`src/rtl/psram_arbiter_pkg.sv`:
```
// psram_arbiter_pkg: shared definitions for the psram arbiter and future psram clients.
//   PsramAw / PsramDw : psram word-address and data widths
//   arb_state_e       : arbiter FSM state encodings
//   owner_e           : requester codes as seen on o_owner
//   psram_req_t       : latched transaction fields presented to the controller
package psram_arbiter_pkg;

  localparam int unsigned PsramAw = 24;
  localparam int unsigned PsramDw = 16;

  typedef enum logic [2:0] {
    StStartup = 3'd0,
    StIdle    = 3'd1,
    StIssue   = 3'd2,
    StWait    = 3'd3,
    StDrain   = 3'd4
  } arb_state_e;

  typedef enum logic {
    OwnerVid = 1'b0,
    OwnerCmd = 1'b1
  } owner_e;

  typedef struct packed {
    logic               we;
    logic [PsramAw-1:0] addr;
    logic [PsramDw-1:0] din;
  } psram_req_t;

  // A transaction is outstanding at the controller (watchdog runs only here).
  function automatic logic in_flight(arb_state_e s);
    return (s == StIssue) || (s == StWait);
  endfunction

endpackage

```
`src/rtl/psram_arbiter_watchdog.sv`:
```
// psram_arbiter_watchdog: cycle counter that flags a hung bus transaction.
//   clk_i    : clock
//   rst_i    : asynchronous active-high reset
//   clr_i    : synchronous clear (takes priority over en_i)
//   en_i     : count this cycle
//   expire_o : high on the TIMEOUT-th consecutive enabled cycle since the last clear
module psram_arbiter_watchdog #(
  parameter int unsigned TIMEOUT = 1024
) (
  input  logic clk_i,
  input  logic rst_i,
  input  logic clr_i,
  input  logic en_i,
  output logic expire_o
);

  localparam int unsigned CntW = (TIMEOUT > 2) ? $clog2(TIMEOUT) : 1;
  localparam logic [CntW-1:0] CntLast = CntW'(TIMEOUT - 1);

  logic [CntW-1:0] cnt_d, cnt_q;

  // The first enabled cycle sees cnt_q == 0, so CntLast marks the TIMEOUT-th cycle.
  assign expire_o = en_i && (cnt_q == CntLast);

  always_comb begin
    cnt_d = cnt_q;
    if (clr_i) begin
      cnt_d = '0;
    end else if (en_i && !expire_o) begin
      cnt_d = cnt_q + 1'b1;
    end
  end

  always_ff @(posedge clk_i or posedge rst_i) begin
    if (rst_i) begin
      cnt_q <= '0;
    end else begin
      cnt_q <= cnt_d;
    end
  end

endmodule

```
`src/rtl/psram_arbiter.sv`:
```
// psram_arbiter: shares one psram controller between the video fetch port (VID, read-only)
// and the command/host port (CMD, read/write). One transaction at a time, CMD starvation
// guard, and a watchdog that aborts a hung controller.
//   i_clk, i_rst                       : clock, asynchronous active-high reset
//   i_vid_req/i_vid_addr               : VID read request (held until o_vid_ack)
//   o_vid_ack/o_vid_done/o_vid_rdata   : VID accept pulse, completion pulse, read data
//   i_cmd_req/i_cmd_we/addr/din        : CMD request (held until o_cmd_ack)
//   o_cmd_ack/o_cmd_done/o_cmd_rdata   : CMD accept pulse, completion pulse, read data
//   o_stb/o_we/o_addr/o_din            : to the psram controller
//   i_busy/i_done/i_dout               : from the psram controller
//   o_owner                            : 0=VID, 1=CMD, owner of current/last transaction
//   o_timeout                          : sticky watchdog-abort flag
module psram_arbiter
  import psram_arbiter_pkg::*;
#(
  parameter int unsigned        STARVE_LIMIT = 4,
  parameter int unsigned        TIMEOUT      = 1024,
  parameter logic [PsramDw-1:0] ABORT_DATA   = 16'hDEAD
) (
  input  logic               i_clk,
  input  logic               i_rst,
  input  logic               i_vid_req,
  input  logic [PsramAw-1:0] i_vid_addr,
  output logic               o_vid_ack,
  output logic               o_vid_done,
  output logic [PsramDw-1:0] o_vid_rdata,
  input  logic               i_cmd_req,
  input  logic               i_cmd_we,
  input  logic [PsramAw-1:0] i_cmd_addr,
  input  logic [PsramDw-1:0] i_cmd_din,
  output logic               o_cmd_ack,
  output logic               o_cmd_done,
  output logic [PsramDw-1:0] o_cmd_rdata,
  output logic               o_stb,
  output logic               o_we,
  output logic [PsramAw-1:0] o_addr,
  output logic [PsramDw-1:0] o_din,
  input  logic               i_busy,
  input  logic               i_done,
  input  logic [PsramDw-1:0] i_dout,
  output logic               o_owner,
  output logic               o_timeout
);

  localparam logic [3:0] StarveMax = 4'(STARVE_LIMIT);

  arb_state_e         state_d, state_q;
  psram_req_t         req_d, req_q;
  owner_e             owner_d, owner_q;
  logic [3:0]         starve_d, starve_q;
  logic               stb_d, stb_q;
  logic               we_d, we_q;
  logic               vid_ack_d, vid_ack_q;
  logic               cmd_ack_d, cmd_ack_q;
  logic               vid_done_d, vid_done_q;
  logic               cmd_done_d, cmd_done_q;
  logic [PsramDw-1:0] vid_rdata_d, vid_rdata_q;
  logic [PsramDw-1:0] cmd_rdata_d, cmd_rdata_q;
  logic               timeout_d, timeout_q;

  logic               wd_run;
  logic               wd_expire;
  logic               finish;
  logic               capture;
  logic               abort;
  logic [PsramDw-1:0] resp_data;

  assign wd_run = in_flight(state_q);

  psram_arbiter_watchdog #(
    .TIMEOUT (TIMEOUT)
  ) u_watchdog (
    .clk_i    (i_clk),
    .rst_i    (i_rst),
    .clr_i    (~wd_run),
    .en_i     (wd_run),
    .expire_o (wd_expire)
  );

  always_comb begin
    state_d     = state_q;
    req_d       = req_q;
    owner_d     = owner_q;
    starve_d    = starve_q;
    stb_d       = stb_q;
    we_d        = we_q;
    vid_ack_d   = 1'b0;
    cmd_ack_d   = 1'b0;
    vid_done_d  = 1'b0;
    cmd_done_d  = 1'b0;
    vid_rdata_d = vid_rdata_q;
    cmd_rdata_d = cmd_rdata_q;
    timeout_d   = timeout_q;
    finish      = 1'b0;
    capture     = 1'b0;
    abort       = 1'b0;
    resp_data   = '0;

    unique case (state_q)
      StStartup: begin
        // Controller still initialising.
        if (!i_busy) begin
          state_d = StIdle;
        end
      end

      StIdle: begin
        if (!i_cmd_req) begin
          starve_d = '0;
        end
        if (i_cmd_req && (!i_vid_req || (starve_q == StarveMax))) begin
          req_d     = '{we: i_cmd_we, addr: i_cmd_addr, din: i_cmd_din};
          owner_d   = OwnerCmd;
          stb_d     = 1'b1;
          we_d      = i_cmd_we;
          cmd_ack_d = 1'b1;
          starve_d  = '0;
          state_d   = StIssue;
        end else if (i_vid_req) begin
          req_d     = '{we: 1'b0, addr: i_vid_addr, din: '0};
          owner_d   = OwnerVid;
          stb_d     = 1'b1;
          we_d      = 1'b0;
          vid_ack_d = 1'b1;
          if (i_cmd_req && (starve_q != StarveMax)) begin
            starve_d = starve_q + 1'b1;
          end
          state_d   = StIssue;
        end
      end

      StIssue: begin
        if (wd_expire) begin
          abort = 1'b1;
        end else if (i_busy) begin
          stb_d   = 1'b0;
          we_d    = 1'b0;
          state_d = StWait;
        end
      end

      StWait: begin
        // A done arriving on the expiry cycle still completes normally.
        if (i_done) begin
          finish  = 1'b1;
          capture = 1'b1;
        end else if (wd_expire) begin
          abort = 1'b1;
        end else if (!i_busy) begin
          finish = 1'b1;
        end
      end

      StDrain: begin
        if (!i_busy) begin
          state_d = StIdle;
        end
      end

      default: begin
        state_d = StStartup;
      end
    endcase

    if (finish || abort) begin
      vid_done_d = (owner_q == OwnerVid);
      cmd_done_d = (owner_q == OwnerCmd);
      resp_data  = abort ? ABORT_DATA : i_dout;
      // Writes never touch rdata; a busy drop without done leaves it as well.
      if (!req_q.we && (capture || abort)) begin
        if (owner_q == OwnerVid) begin
          vid_rdata_d = resp_data;
        end else begin
          cmd_rdata_d = resp_data;
        end
      end
      state_d = abort ? StDrain : StIdle;
    end

    if (abort) begin
      stb_d     = 1'b0;
      we_d      = 1'b0;
      timeout_d = 1'b1;
    end
  end

  always_ff @(posedge i_clk or posedge i_rst) begin
    if (i_rst) begin
      state_q     <= StStartup;
      req_q       <= '0;
      owner_q     <= OwnerVid;
      starve_q    <= '0;
      stb_q       <= 1'b0;
      we_q        <= 1'b0;
      vid_ack_q   <= 1'b0;
      cmd_ack_q   <= 1'b0;
      vid_done_q  <= 1'b0;
      cmd_done_q  <= 1'b0;
      vid_rdata_q <= '0;
      cmd_rdata_q <= '0;
      timeout_q   <= 1'b0;
    end else begin
      state_q     <= state_d;
      req_q       <= req_d;
      owner_q     <= owner_d;
      starve_q    <= starve_d;
      stb_q       <= stb_d;
      we_q        <= we_d;
      vid_ack_q   <= vid_ack_d;
      cmd_ack_q   <= cmd_ack_d;
      vid_done_q  <= vid_done_d;
      cmd_done_q  <= cmd_done_d;
      vid_rdata_q <= vid_rdata_d;
      cmd_rdata_q <= cmd_rdata_d;
      timeout_q   <= timeout_d;
    end
  end

  assign o_vid_ack   = vid_ack_q;
  assign o_vid_done  = vid_done_q;
  assign o_vid_rdata = vid_rdata_q;
  assign o_cmd_ack   = cmd_ack_q;
  assign o_cmd_done  = cmd_done_q;
  assign o_cmd_rdata = cmd_rdata_q;
  assign o_stb       = stb_q;
  assign o_we        = we_q;
  assign o_addr      = req_q.addr;
  assign o_din       = req_q.din;
  assign o_owner     = owner_q;
  assign o_timeout   = timeout_q;

endmodule

```
`config.mk`:
```
export PLATFORM = sky130hd
export DESIGN_NAME = psram_arbiter
export DESIGN_NICKNAME = d
export VERILOG_FILES = /design/src/rtl/psram_arbiter_pkg.sv /design/src/rtl/psram_arbiter_watchdog.sv /design/src/rtl/psram_arbiter.sv
export SDC_FILE = /design/constraint.sdc
export NUM_CORES = 1
export LEC_CHECK = 0
export CORE_UTILIZATION = 44
export CTS_CLUSTER_DIAMETER = 150
export DETAILED_ROUTE_END_ITERATION = 16
export PLACE_DENSITY = 0.91
export SYNTH_ARGS = -nofsm -noshare
export SYNTH_HDL_FRONTEND = slang
export SYNTH_SLANG_ARGS = --single-unit
```
`constraint.sdc`:
```
create_clock -name i_clk -period 3.9 [get_ports i_clk]
set_clock_uncertainty 0.2 [all_clocks]
set_input_delay 0.78 -clock i_clk [delete_from_list [all_inputs] [get_ports i_clk]]
set_output_delay 0.78 -clock i_clk [all_outputs]
set_load 0.1 [all_outputs]
```
==> results of run 1 <==
==> layer usage <==
layer / up-vias / share of wire (%)
li1: 1663 / -
met1: 1800 / 42
met2: 133 / 50
met3: 12 / 6.6
met4: 0 / 1.5
met5: - / 0
==> layout by cell type (no fill, tap or decap), types with 3 or more instances in the layout <==
master / Yosys / routed
clkdlybuf4s50_1: 0 / 165
dfrtp_1: 98 / 98
a21oi_1: 53 / 53
nand2_1: 38 / 38
nor2_1: 35 / 35
a22o_1: 26 / 26
o22a_1: 22 / 22
o21ai_0: 11 / 11
clkbuf_8: 0 / 10
inv_1: 7 / 6
buf_4: 40 / 5
nor3_1: 4 / 4
nand3_1: 4 / 4
a21o_1: 3 / 3
nand2b_1: 3 / 3
or3_1: 3 / 3
a31oi_1: 3 / 3
ha_1: 3 / 3
==> cells in the mapped netlist, types with 2 or more instances <==
library cell | number | area (sq um)
a211oi_1 | 2 | 15.0
a21o_1 | 3 | 22.5
a21oi_1 | 53 | 265
a22o_1 | 26 | 228
a31oi_1 | 3 | 18.8
and3_1 | 2 | 12.5
buf_2 | 5 | 25.0
buf_4 | 40 | 300
buf_6 | 4 | 45.0
clkbuf_1 | 12 | 45.0
dfrtp_1 | 98 | 2450
ha_1 | 3 | 37.5
inv_1 | 7 | 26.3
nand2_1 | 38 | 143
nand2b_1 | 3 | 18.8
nand3_1 | 4 | 20.0
nand3b_1 | 2 | 15.0
nand4_1 | 2 | 12.5
nor2_1 | 35 | 131
nor3_1 | 4 | 20.0
nor3b_1 | 2 | 15.0
nor4_1 | 2 | 12.5
o21ai_0 | 11 | 55.1
o22a_1 | 22 | 193
o22ai_1 | 2 | 12.5
o41ai_1 | 2 | 17.5
or3_1 | 3 | 18.8
or3b_2 | 2 | 17.5
==> state kept, by name, indices dropped and copies added, names as in the netlist, 3 cells and up <==
register	cells
o_addr	24
o_cmd_rdata	16
o_din	16
o_vid_rdata	16
starve_q	4
state_q	3
u_watchdog.cnt_q	10
==> how the worst max path moves through the flow <==
stage,end,slack (ns),depth (start not counted)
finish,o_din[14],1.01,1
global route,o_din[14],0.94,1
CTS,o_din[14],1.0,1
detailed placement,o_din[10],0.91,4
global placement,o_din[1],1.01,4
floorplan,o_addr[0],0.36,1
==> cell type report <==
class	instances	area share [%]
tap	133	2.75
clock buffer	11	2.34
clock inverter	5	1.01
timing repair buffer	170	27.9
inverter	7	0.476
sequential	98	40.5
multi-input combinational	247	25.0
==> kinds of logic after synthesis <==
kind of cell,Yosys count
AO/OA/AOI/OAI,135
XOR/XNOR,2
adder cells (fa/ha/maj),3
buffers and inverters,68
flip-flops,98
multiplexers,1
AND/OR/NAND/NOR,106
==> metrics by stage <==
step | utilization (%) | hold slack, ns | cells | setup slack (ns)
after floorplan | - | 0.238 | 413 | 0.358
after global placement | 60.1 | 0.252 | 655 | 1.01
after detailed placement | 60.1 | 0.264 | 655 | 0.912
after CTS | 62.2 | 0.284 | 671 | 0.995
final | 62.2 | 0.279 | 671 | 1.01
after global routing | 62.2 | 0.298 | 671 | 0.938
==> qor.yml, run 1 <==
min_path_cells: 1
setup_tns_ns: 0
main_combinational_cell_family_by_area_after_synthesis: "compound AO/OA/AOI/OAI gates"
holdBufCountCts: 0
critPathLaunch: "o_din[14]"
post-cts-setup-buffers: 0
fill_cells: 793
element_type_at_the_critical_path_end: "primary output"
rows: 36
total_track_usage_pct: 21.1
cp_top_family: "buffers and inverters"
synth.net_count: 503
arrival_time_of_data_at_the_critical_path_endpoint_ns: 1.91
beginning_of_the_worst_register_to_register_path: "starve_q[0]"
grt_start_max_net_pins: 52
post-route-drc-count: 0
floorplan.core_area_sq_mm: 0.00973
critical_path.slowest_cell: "clkdlybuf4s50_1"
drv.max_cap_violation_count: 0
maxClockFrequency_ghz: 0.346
layout.nets: 623
syn-cell-area_sq_mm: 0.00439
cts_tree: "yes"
run_status: "complete, no violations"
yosys_most_used_dff: "dfrtp_1"
area_of_the_multi_input_gates_sq_mm: 0.00151
worst-slew-pin-transition_ns: 1.03
cts_resized: 0
detailed_place.area_sq_mm: 0.00585
floorplan.die.height_microns: 102
cts_buffer_depth: 2
setup_violations: 0
timing_worst_setup_path_type: "reg2out"
synth_area_in_compound_gates_pct: 21.3
synth_enable_flop_cells: 0
detail_route.first_pass.iterations: 4
muxShareOfSynthArea_pct: 0.228
cp_max_fo: 2
hpwlAfterDp_microns: 7610
global_route.usage.met2_pct: 36.3
antenna_found_initial: 0
cpPeakStageDelay_ns: 1.15
hold_start: "o_timeout"
register_area_sq_mm: 0.00245
xor_xnor_cell_area_share_of_the_yosys_netlist_pct: 0.399
final_gp_congestion: 0.797
async_flop_share_pct: 100
worst-endpoint-required_ns: 2.92
ios: 167
synth_adder_area_share_pct: 0.854
period_minus_slack_ns: 2.89
synth_cell_type_count: 49
clkLatencyLatePin_ns: 0.35
placement.io_buffers: 166
cts_num_sinks: 98
timing.slew.headroom_pct: 31.4
critPathLaunchType: "register"
synth_seq_area_share_pct: 55.8
grt.met3_usage_pct: 5.88
regToRegSetupSlack_ns: 1.51
areaGrowthSynthToFinish_pct: 37.7
worst_hold_path_endpoint: "o_timeout"
wl_per_cell_microns: 15.7
die_area_sq_mm: 0.0104
cts_clock_pin_slew_for_the_worst_setup_and_hold_paths_ns: 0.09
worst_r2r_path_depth: 6
share_of_the_clock_period_used_by_the_worst_path_pct: 74.1
gr-usage-met1_pct: 25.6
avg_inst_size_synth_sq_um: 10.6
critical_path.cell_chain: "clkdlybuf4s50_1"
via_per_inst: 5.38
critical_path.n_buffers_inverters: 1
tritoncts.num_buffers: 9
synth_simple_gate_area_share_pct: 11.3
cts_root_buf: "clkbuf_8"
cts_max_level: 3
die_width_microns: 102
worstReg2RegEnd: "o_din[10]"
drt_iter0_markers: 122
globalRoute.busiestLayer: "met2"
global_route_wire_length_before_repair_microns: 17000
ys_warn_count: 0
initial_core_utilization_pct: 45.2
synth_cells: 413
rsz_0062_raised_after_global_routing: "false"
hold_path_class: "reg2reg"
diodes_inserted: 0
grt.overflow.total: 0
final-hold-violation-count: 0
finalWirelength_microns: 10500
ant_nets: 0
slew_violations: 0
grt_pass1_vias: 3588
synth_seq_cells: 98
layout.cell_area.non_filler_sq_mm: 0.00605
via_count: 3608
final_layout_size_suffix_gt1_share_pct: 5.95
Power of run 1 is left out: the tool's default activity adds up to more than one toggle a clock period on the data nets, which glitch-free logic cannot reach.
==> run 2: changes to the inputs <==
- CORE_UTILIZATION: 44 -> 40
- PLACE_DENSITY: 0.91 -> 0.88
- clock period: 3.9 -> 2.4 ns (I/O delays scaled with it)
==> run 2 against run 1 <==
Global-route usage fell by 2.3 points. Critical path depth rose by 4. Count of clock-buffer cells in the layout fell by 2. Wire length rose by 1.0%. Highest routed layer unchanged. Worst hold slack improved by 0.0013 ns. Utilization fell by 4.9 points. Largest cell class unchanged.
==> qor.yml, run 2 (synthesized netlist as in run 1, its figures left out) <==
run_status: "complete, no violations"
worst_r2r_path_depth: 5
timing.slew.headroom_pct: 58.4
cts_num_sinks: 98
rsz_0062_raised_after_global_routing: "false"
crit_cells: 5
grt.overflow.total: 0
critical_path.cell_chain: "ha_1 > nand3_1 > or3_4 > a21boi_4 > o22a_1"
placement.io_buffers: 166
fill_cells: 879
die_width_microns: 107
via_count: 3604
setup_violations: 0
wl_per_cell_microns: 15.5
diodes_inserted: 0
drv.max_cap_violation_count: 0
clkLatencyLatePin_ns: 0.36
cts_buffer_depth: 2
detail_route.first_pass.iterations: 4
period_minus_slack_ns: 2.13
share_of_the_clock_period_used_by_the_worst_path_pct: 88.6
cp-endpoint: "o_vid_rdata[15]"
cp_max_fo: 11
cts_root_buf: "clkbuf_8"
regToRegSetupSlack_ns: 0.27
critical_path.n_buffers_inverters: 0
post-route-worst-setup-slack_ns: 0.274
setup_tns_ns: 0
dpl_worst_slack_ns: 0.0954
floorplan.die.height_microns: 107
antenna_found_initial: 0
worst-endpoint-required_ns: 2.50
worstReg2RegEnd: "o_vid_rdata[15]"
final_gp_congestion: 0.789
hpwlAfterDp_microns: 7760
final-hold-violation-count: 0
register_area_sq_mm: 0.00245
final_layout_size_suffix_gt1_share_pct: 22.9
maxClockFrequency_ghz: 0.470
timing_worst_setup_path_type: "reg2reg"
final_common_cell: "dfrtp_1"
cts_clock_pin_slew_for_the_worst_setup_and_hold_paths_ns: 0.10
layout.nets: 636
slew_violations: 0
layout_common_cells: "dfrtp_1, buf_4, clkdlybuf4s50_1"
finish.cell_count_without_fillers: 687
tritoncts.num_buffers: 9
area_of_the_multi_input_gates_sq_mm: 0.00152
hold_path_class: "reg2reg"
ios: 167
post-route-drc-count: 0
rows: 37
critPathLaunch: "u_watchdog.cnt_q[0]"
cpPeakStageDelay_ns: 0.47
critical_path.slowest_cell: "or3_4"
grt_pass1_vias: 3534
total_track_usage_pct: 18.8
drt_iter0_markers: 172
largest_reg_flops: 24
final.hold.worst_slack_ns: 0.280
areaGrowthSynthToFinish_pct: 36.3
beginning_of_the_worst_register_to_register_path: "u_watchdog.cnt_q[0]"
floorplan.core_area_sq_mm: 0.0105
cts_max_level: 3
global_route_wire_length_before_repair_microns: 17000
holdBufCountCts: 0
initial_core_utilization_pct: 42.0
arrival_time_of_data_at_the_critical_path_endpoint_ns: 2.23
ant_nets: 0
worst-slew-pin-transition_ns: 0.617
cp_top_family: "simple AND/OR/NAND/NOR gates"
via_per_inst: 5.25
element_type_at_the_critical_path_end: "register"
dp_cells: 669
critPathLaunchType: "register"
die_area_sq_mm: 0.0114
cts_tree: "yes"
finalWirelength_microns: 10600
grt_start_max_net_pins: 99
[run 2: changes by cell type in the layout (fill, tap and decap cells not counted), sizes merged]
cell / before / now
buf: 5 / 97
bufinv: 1 / 0
clkbuf: 11 / 9
clkdlybuf4s50: 165 / 86
clkinv: 2 / 3
clkinvlp: 0 / 2
[run 2: cell type report]
cell class                      instances  share of cell area (%)
Inverter                                7                   0.501
Timing Repair Buffer                  183                    27.4
Clock buffer                            9                    2.07
Sequential cell                        98                    40.9
Tap cell                              136                    2.84
Multi-Input combinational cell        247                    25.3
Clock inverter                          7                   0.982
[run 2: worst min path at each step]
stage	from	endpoint	slack [ns]	cells after the start
2_1_floorplan	starve_q[3]	starve_q[3]	0.24	1
3_3_place_gp	o_timeout	o_timeout	0.26	1
3_5_place_dp	o_timeout	o_timeout	0.26	1
4_1_cts	starve_q[3]	starve_q[3]	0.29	1
5_1_grt	o_cmd_rdata[7]	o_cmd_rdata[7]	0.32	1
6_report	o_timeout	o_timeout	0.28	1
[run 2: what timing repair did]
action,in CTS,in global routing
resized for setup,0,1
setup buffers,0,2
endpoints found under the setup margin,0,12
[run 2: through the flow]
stage | cell area, sq um | util (%)
final | 5990 | 57.2
after detailed placement | 5770 | 55.2
after CTS | 5960 | 56.9
after floorplan | 4400 | -
after global placement | 5770 | 55.2
after global routing | 5990 | 57.2
[run 2: per-layer routing]
| layer | share of wire [%] | vias to the layer above | GRT usage [%] | wire length [microns] |
|---|---|---|---|---|
| li1 | - | 1687 | - | - |
| met1 | 42 | 1748 | 24.6 | 4470 |
| met2 | 51 | 158 | 32.7 | 5420 |
| met3 | 6.2 | 11 | 2.92 | 664 |
| met4 | 0.85 | 0 | 4.60 | 90 |
| met5 | 0 | - | 0 | 0 |
Power of run 2 is left out for the same reason.
==> run 3: changes to the inputs <==
- CORE_UTILIZATION: 40 -> 44
- PLACE_DENSITY: 0.88 -> 0.91
- clock period: 2.4 -> 2.25 ns (I/O delays scaled with it)
==> run 3 against run 2 <==
Design area up 1.0%. Die area down 8.9%. Non-clock buffer count up 1. Sequential share of layout area down 0.41 points. Worst hold slack better by 0.0084 ns. Fmax up 0.66%. First-iteration DRC count up 10%. Final cell count down 0.15%. Global-route usage up 2.1 points. Wire length up 1.7%. Flip-flop and latch count unchanged. Register-to-register slack worse by 0.14 ns. Highest routed layer unchanged.
==> qor.yml, run 3 (synthesized netlist as in run 1, its figures left out) <==
via_per_inst: 5.30
tritoncts.num_buffers: 9
final_gp_congestion: 0.904
critical_path.slowest_cell: "or3_1"
final-hold-violation-count: 0
critPathLaunchType: "register"
ios: 167
hold_path_class: "reg2reg"
grt.overflow.total: 0
run_status: "complete, no violations"
cts_buffer_depth: 2
share_of_the_clock_period_used_by_the_worst_path_pct: 93.9
diodes_inserted: 0
ant_nets: 0
floorplan.die.height_microns: 102
cts_max_level: 3
cts_num_sinks: 98
hpwlAfterDp_microns: 7710
grt_start_max_net_pins: 99
period_minus_slack_ns: 2.11
holdBufCountCts: 0
finalWirelength_microns: 10800
drv.max_cap_violation_count: 0
clkLatencyLatePin_ns: 0.36
finalCoreUtilization_pct: 62.2
global_route_wire_length_before_repair_microns: 16800
cp_top_family: "simple AND/OR/NAND/NOR gates"
detailed_place.area_sq_mm: 0.00579
layout.cell_area.non_filler_sq_mm: 0.00605
cts_tree: "yes"
areaGrowthSynthToFinish_pct: 37.7
worst-endpoint-required_ns: 2.35
critical_path.n_buffers_inverters: 1
drt_iter0_markers: 190
cp_max_fo: 11
regToRegSetupSlack_ns: 0.14
final_common_cell: "dfrtp_1"
rows: 36
rsz_0062_raised_after_global_routing: "false"
largest_reg_flops: 24
cts_root_buf: "clkbuf_8"
via_count: 3633
arrival_time_of_data_at_the_critical_path_endpoint_ns: 2.21
initial_core_utilization_pct: 45.2
antenna_found_initial: 0
maxClockFrequency_ghz: 0.473
layout_common_cells: "dfrtp_1, buf_4, clkdlybuf4s50_1"
slew_violations: 0
final_layout_size_suffix_gt1_share_pct: 23.0
wl_per_cell_microns: 15.8
layout.nets: 638
detail_route.first_pass.iterations: 4
post-route-drc-count: 0
element_type_at_the_critical_path_end: "register"
timing_worst_setup_path_type: "reg2reg"
placement.io_buffers: 166
setup_violations: 0
worst-slew-pin-transition_ns: 0.591
timing.slew.headroom_pct: 60.6
grt_pass1_vias: 3424
total_track_usage_pct: 20.9
cpPeakStageDelay_ns: 0.53
cts_clock_pin_slew_for_the_worst_setup_and_hold_paths_ns: 0.10
die_area_sq_mm: 0.0104
critical_path.cell_chain: "ha_1 > nand3_1 > or3_1 > a21boi_4 > buf_12 > o22a_1"
floorplan.core_area_sq_mm: 0.00973
die_width_microns: 102
[run 3: cell types whose count changed in the layout (fill, tap and decap cells not counted)]
cell / change
or3_4: -1
bufinv_16: +1
buf_4: -1
clkinvlp_4: -1
inv_6: -1
nor2_2: +1
or3_1: +1
buf_12: +2
clkbuf_8: +2
inv_8: -1
[run 3: through the flow]
stage / hold WS [ns] / TNS, ns / setup slack, ns / std cells
CTS: 0.292 / 0 / 0.0187 / 683
floorplan: 0.238 / 0 / 0.157 / 413
detailed placement: 0.269 / -0.0192 / -0.0192 / 667
global route: 0.306 / 0 / 0.00955 / 686
global placement: 0.257 / 0 / 0.0683 / 667
finish: 0.288 / 0 / 0.138 / 686
[run 3: final timing paths]
path,startpoint,end,cells past startpoint
setup reg to reg,u_watchdog.cnt_q[0],o_vid_rdata[5],6
max in group asynchronous,i_rst,o_vid_rdata[8],3
min in group asynchronous,i_rst,o_vid_rdata[5],3
hold / removal,o_stb,o_stb,1
hold reg to reg,o_stb,o_stb,1
setup / recovery,u_watchdog.cnt_q[0],o_vid_rdata[5],6
[run 3: layer usage]
layer / routed length [microns] / global-route usage (%) / part of all wire (%)
met1: 4430 / 26.2 / 41
met2: 5640 / 36.6 / 52
met3: 604 / 3.90 / 5.6
met4: 142 / 6.70 / 1.3
met5: 0 / 0 / 0
[run 3: layout make-up]
type	count	area, sq um
sequential	98	2450
tap	133	166
clock inverter	5	61.3
inverter	7	30.0
clock buffer	11	151
multi-input combinational	248	1520
timing repair buffer	184	1670
fill	805	3680
[run 3: worst reg2reg max path: cells and delay by family, from the launching register on]
family / cells / cell delay [ns]
buffers and inverters: 1 / 0.15
adder cells (fa/ha/maj): 1 / 0.21
AO/OA/AOI/OAI: 2 / 0.37
flip-flops: 1 / 0.41
AND/OR/NAND/NOR: 2 / 0.72
[run 3: repair_timing]
item,4_1_cts,5_1_grt
resized for setup,0,0
buffers inserted,0,2
endpoints found under the setup margin,0,24
endpoints found under the hold margin,0,0
Power of run 3 is left out for the same reason.
